==> src/rtl/pie_tx.sv <==
// PIE downlink encoder: delimiter, data-0 reference, RTcal, then MSB-first data
// symbols, each a high phase followed by a fixed-width low pulse.
module pie_tx #(
  parameter int TARI_CYC  = 250,
  parameter int PW_CYC    = 125,
  parameter int DELIM_CYC = 250,
  parameter int MAXLEN    = 32
) (
  input  logic              CLKA,
  input  logic              RSTn,
  input  logic              START,
  input  logic [MAXLEN-1:0] DATA,
  input  logic [5:0]        LEN,
  output logic              TX_OUT,
  output logic              BUSY,
  output logic              DONE
);

  localparam int MAX_PHASE = (DELIM_CYC > 3 * TARI_CYC) ? DELIM_CYC : 3 * TARI_CYC;
  localparam int CNT_W     = $clog2(MAX_PHASE + 1);
  localparam int IDX_W     = (MAXLEN > 1) ? $clog2(MAXLEN) : 1;

  // Counters are loaded with N-1 so a phase of N cycles ends exactly N edges later.
  localparam logic [CNT_W-1:0] DELIM_LD = CNT_W'(DELIM_CYC - 1);
  localparam logic [CNT_W-1:0] PW_LD    = CNT_W'(PW_CYC - 1);
  localparam logic [CNT_W-1:0] REF0_HI  = CNT_W'(TARI_CYC - PW_CYC - 1);
  localparam logic [CNT_W-1:0] RTCAL_HI = CNT_W'(3 * TARI_CYC - PW_CYC - 1);
  localparam logic [CNT_W-1:0] ZERO_HI  = CNT_W'(TARI_CYC - PW_CYC - 1);
  localparam logic [CNT_W-1:0] ONE_HI   = CNT_W'(2 * TARI_CYC - PW_CYC - 1);

  typedef enum logic [2:0] {
    ST_IDLE,
    ST_DELIM,
    ST_REF0,
    ST_RTCAL,
    ST_DATA,
    ST_FIN
  } state_t;

  state_t            state_reg;
  logic [CNT_W-1:0]  cnt_reg;
  logic              low_reg;
  logic [IDX_W-1:0]  bit_idx_reg;
  logic [MAXLEN-1:0] data_reg;
  logic              tx_reg;
  logic              busy_reg;
  logic              done_reg;

  logic [6:0]        len_clamp;
  logic [IDX_W-1:0]  first_idx;

  always_comb begin
    len_clamp = ({1'b0, LEN} > 7'(MAXLEN)) ? 7'(MAXLEN) : {1'b0, LEN};
    first_idx = IDX_W'(len_clamp - 7'd1);
  end

  function automatic logic [CNT_W-1:0] bit_high(input logic b);
    return b ? ONE_HI : ZERO_HI;
  endfunction

  always_ff @(posedge CLKA) begin
    if (!RSTn) begin
      state_reg   <= ST_IDLE;
      cnt_reg     <= '0;
      low_reg     <= 1'b0;
      bit_idx_reg <= '0;
      data_reg    <= '0;
      tx_reg      <= 1'b1;
      busy_reg    <= 1'b0;
      done_reg    <= 1'b0;
    end else begin
      done_reg <= 1'b0;
      case (state_reg)
        ST_IDLE: begin
          if (START && (LEN != 6'd0)) begin
            data_reg    <= DATA;
            bit_idx_reg <= first_idx;
            cnt_reg     <= DELIM_LD;
            low_reg     <= 1'b0;
            tx_reg      <= 1'b0;
            busy_reg    <= 1'b1;
            state_reg   <= ST_DELIM;
          end
        end
        ST_DELIM: begin
          if (cnt_reg != '0) begin
            cnt_reg <= cnt_reg - CNT_W'(1);
          end else begin
            cnt_reg   <= REF0_HI;
            tx_reg    <= 1'b1;
            state_reg <= ST_REF0;
          end
        end
        ST_REF0, ST_RTCAL, ST_DATA: begin
          if (cnt_reg != '0) begin
            cnt_reg <= cnt_reg - CNT_W'(1);
          end else if (!low_reg) begin
            low_reg <= 1'b1;
            cnt_reg <= PW_LD;
            tx_reg  <= 1'b0;
          end else begin
            // End of a symbol's low pulse: the next symbol always starts high.
            low_reg <= 1'b0;
            tx_reg  <= 1'b1;
            case (state_reg)
              ST_REF0: begin
                cnt_reg   <= RTCAL_HI;
                state_reg <= ST_RTCAL;
              end
              ST_RTCAL: begin
                cnt_reg   <= bit_high(data_reg[bit_idx_reg]);
                state_reg <= ST_DATA;
              end
              default: begin
                if (bit_idx_reg == '0) begin
                  cnt_reg   <= '0;
                  done_reg  <= 1'b1;
                  state_reg <= ST_FIN;
                end else begin
                  bit_idx_reg <= bit_idx_reg - IDX_W'(1);
                  cnt_reg     <= bit_high(data_reg[bit_idx_reg - IDX_W'(1)]);
                end
              end
            endcase
          end
        end
        ST_FIN: begin
          busy_reg  <= 1'b0;
          tx_reg    <= 1'b1;
          state_reg <= ST_IDLE;
        end
        default: begin
          state_reg <= ST_IDLE;
        end
      endcase
    end
  end

  assign TX_OUT = tx_reg;
  assign BUSY   = busy_reg;
  assign DONE   = done_reg;

endmodule
==> config.mk <==
export PLATFORM = sky130hd
export DESIGN_NAME = pie_tx
export DESIGN_NICKNAME = d
export VERILOG_FILES = /design/src/rtl/pie_tx.sv
export SDC_FILE = /design/constraint.sdc
export NUM_CORES = 1
export LEC_CHECK = 0
export CAP_MARGIN = 20
export CORE_MARGIN = 2
export CORE_UTILIZATION = 56
export DETAILED_ROUTE_END_ITERATION = 10
export GPL_TIMING_DRIVEN = 0
export PLACE_DENSITY = 0.81
export SETUP_SLACK_MARGIN = 0.02
export SKIP_LAST_GASP = 1
export SYNTH_ARGS = -nofsm -noshare
export SYNTH_HDL_FRONTEND = slang
export SYNTH_SLANG_ARGS = --single-unit
==> constraint.sdc <==
create_clock -name CLKA -period 3.1 [get_ports CLKA]
set_input_delay 0.62 -clock CLKA [delete_from_list [all_inputs] [get_ports CLKA]]
set_output_delay 0.62 -clock CLKA [all_outputs]
set_load 0.02 [all_outputs]
==> impl_results.md <==
* Layout filler cell count at 501
* Core Util, Final at about two thirds
* Reg clk slew, reported paths at around 0.10 ns
* Layout cells sized above 1 at 12.0%
* Synth top cells by count: 88 x nand2_1, 54 x dfxtp_1, 33 x a21boi_0, 19 x nor2_1, 16 x o21ai_0
* First-pass GRT wire length at 13800 um
* Crit path to: cnt_reg[3]$_SDFFE_PN0P_
* Number of H-tree levels at 2
* Vias/cell at about 5.9
* Cell Pwr Density at 730 mW/mm^2
* Max reg flops at 32
* Final nets at just under 500
* Die H at 81.4 um
* Mean Syn Cell Area at between 8 and 9 um^2
* Overall Power at 2.89 mW
* # port buffers at 41
* Initial Utilization at 57.3%
* Reg-to-reg slack, setup at 0.29 ns
* Critical Path RT at 3.30 ns
* Min-delay worst type: flop to flop
* Vias in the first global route at 3004
* Mapped Area at approximately 0.0034 mm^2
* I/O pin total at 44
* RSZ-0062 raised after global routing: false
* WHS at 0.486 ns
* Die ar. at 0.00662 mm^2
* Post-route cell area at ~0.0040 mm^2
* Clock Skew at 0.00788 ns
* Die W at 81.4 um
* Sw power at approximately 1.2 mW
* Unique masters post-synth at 61
* Element type at the critical path start: flop
* Critical Path Source: bit_idx_reg[0]$_SDFFE_PN0P_
* Final Critical Period at 2.81 ns
* Maximum vdd drop at 377 uV
* Final setup TNS at 0 ns
* Layout Cells excl Fill at 525
* FF-to-FF path depth at 10
* CORE AREA at 0.00585 mm^2
* TritonCTS clock tree: done
* Largest net degree at the start of global routing at 17
* CTS Buffer Depth at 2
* Via count at 3089
* Drt first pass iters at 8
* Overall Global Routing Usage at 26.5%
* WL/cell at 15.6 um
* Sw frac at 42.3%
* Count leader, synth: nand2_1
* Post-placement setup slack at ~0.17 ns
* Final ANT Viol Nets at 0
* Ys Warns at 0
* Crit. End Element: flop
* Primary FF master, synth: dfxtp_1
* Synth top area share at approximately 32%
* GP Congestion at approximately 0.92
* Dpl hpwl at 6140 um
* Final setup fails at 0
* Post-synthesis sequential area ratio at about 32%
* Slew Viols, Final at 0
* Flop pwr share at 33.1%
* Root Driver: clkbuf_8
* Setup CP Type: flop to flop
* Post-synthesis register bit count at 54
* Fmax at 355 MHz
* Clock share of power at approximately 14%
* Worst-path maximum fanout at 10
* Drt total wl at 8170 um
* Pleak at 1.44 nW
* Gate Count Post-Synth at ~400
* Syn nets at 446
* Gate power share at 52.4%
* Status: complete, no violations
* Area grow syn2layout at 17.9%
* Max-cap violations at 0
* # rows at 28
* Period utilization at 90.8%
* # clock sinks at 54
* Clock Latency Late Sink at slightly above 0.3 ns
* Leading area contributor after synthesis: dfxtp_1
* Worst Max-Slew Pin Slew at 0.744 ns
* Number of antenna violations at the first check in global routing at 0
* DRC viols at 0
* Post-synth EDFFs at 0
* P_int at roughly 1.7 mW
* Reg-to-Reg Start: bit_idx_reg[0]$_SDFFE_PN0P_
* Relative slew slack at 50.4%
* Placed inst area at 0.00386 mm^2
* CTS Hold Bufs at 0
* Ant diodes at 0
* Worst EP arrival at 3.01 ns
* TritonCTS Buffers at 5
* FFs w/ async S/R, synth at 0%
* Cells after DPL at 517
* Post-route setup slack at around 0.29 ns
* Critical R2R Capture: cnt_reg[3]$_SDFFE_PN0P_
* Drt initial violations at 252
* Top post-synthesis cells by area: dfxtp_1 32%, nand2_1 9.9%, a21boi_0 7.4%
* Overflow after GRT at 0
* Final Hold Fails at 0
-- power groups by stage --
stage | registers (mW) | logic [mW] | clock network (mW)
final | 0.956 | 1.51 | 0.420
after global routing | 0.973 | 1.67 | 0.449
after CTS | 0.953 | 1.50 | 0.423
after detailed placement | 0.970 | 1.49 | 0
after global placement | 0.964 | 1.45 | 0
after floorplan | 0.940 | 1.15 | 0
-- per-layer routing --
| metal | vias up | track usage [%] | part of all wire, % |
|---|---|---|---|
| met5 | - | 0 | 0 |
| met4 | 0 | 10.5 | 2.7 |
| met3 | 20 | 4.56 | 5.5 |
| met2 | 101 | 44.8 | 47 |
| met1 | 1438 | 33.4 | 44 |
| li1 | 1530 | - | - |
-- cell type report --
cell class	instances	area, um^2	share of cell area (%)
Multi-Input combinational cell	314	2130	53.8
Sequential cell	54	1080	27.3
Timing Repair Buffer	41	410	10.4
Buffer	26	119	3.01
Tap cell	75	93.8	2.37
Clock buffer	6	82.6	2.09
Inverter	7	26.3	0.664
Clock inverter	2	12.5	0.316
-- how the worst min path moves through the flow --
stage,from,slack [ns],cells after the start,end
finish,data_reg[12]$_SDFFE_PN0P_,0.49,2,data_reg[12]$_SDFFE_PN0P_
floorplan,data_reg[12]$_SDFFE_PN0P_,0.45,2,data_reg[12]$_SDFFE_PN0P_
detailed placement,TX_OUT$_SDFFE_PN1P_,0.47,2,TX_OUT$_SDFFE_PN1P_
global route,data_reg[17]$_SDFFE_PN0P_,0.51,2,data_reg[17]$_SDFFE_PN0P_
global placement,data_reg[4]$_SDFFE_PN0P_,0.46,2,data_reg[4]$_SDFFE_PN0P_
CTS,data_reg[4]$_SDFFE_PN0P_,0.49,2,data_reg[4]$_SDFFE_PN0P_
-- cell families (layout without fill, tap and decap cells) --
kind of cell    Yosys count  after routing  share of synthesized area (%)
xor+xnor                  7              7                           1.83
flops                    54             54                           32.2
simple gates            169            169                           24.7
mux                      28             28                           11.8
buf+inv                  33             82                           4.25
fa+ha+maj                 4              4                           1.49
compound gates          106            106                           23.7
-- critical path, cell delays in order, from the launching register on --
cell,delay (ns)
dfxtp_1,0.32
buf_4,0.19
buf_4,0.21
inv_1,0.12
ha_1,0.27
xnor2_1,0.56
nand2b_1,0.25
o22ai_1,0.12
o22ai_1,0.24
nor3_1,0.08
o311a_1,0.33
-- cell usage in the layout, fill, tap and decap left out, drive strengths merged, types with 2 or more instances in the layout --
cell type      count
and3               2
ha                 4
clkdlybuf4s50     41
nand2             88
o2111ai            3
clkbuf            22
a31oi              4
nand2b            11
o31ai              2
nand3             12
xnor2              6
nor2b              7
mux2              12
a2111oi            2
mux2i              8
o211a              2
mux4               8
inv                7
and4b              2
nor2              19
o21ai             18
a22oi              2
dfxtp             54
buf               10
a21oi             11
nor3               8
o22ai              9
or2                2
and2               5
a21boi            37
a211oi             2
o311a              2
nor4               3
nor3b              2
o221a              3
-- timing repair --
item,CTS,global route
setup buffers,0,0
hold endpoints to repair,0,0
setup endpoints to repair,0,1
resized for setup,0,1
No activity file was read; power rests on OpenSTA's default activity.
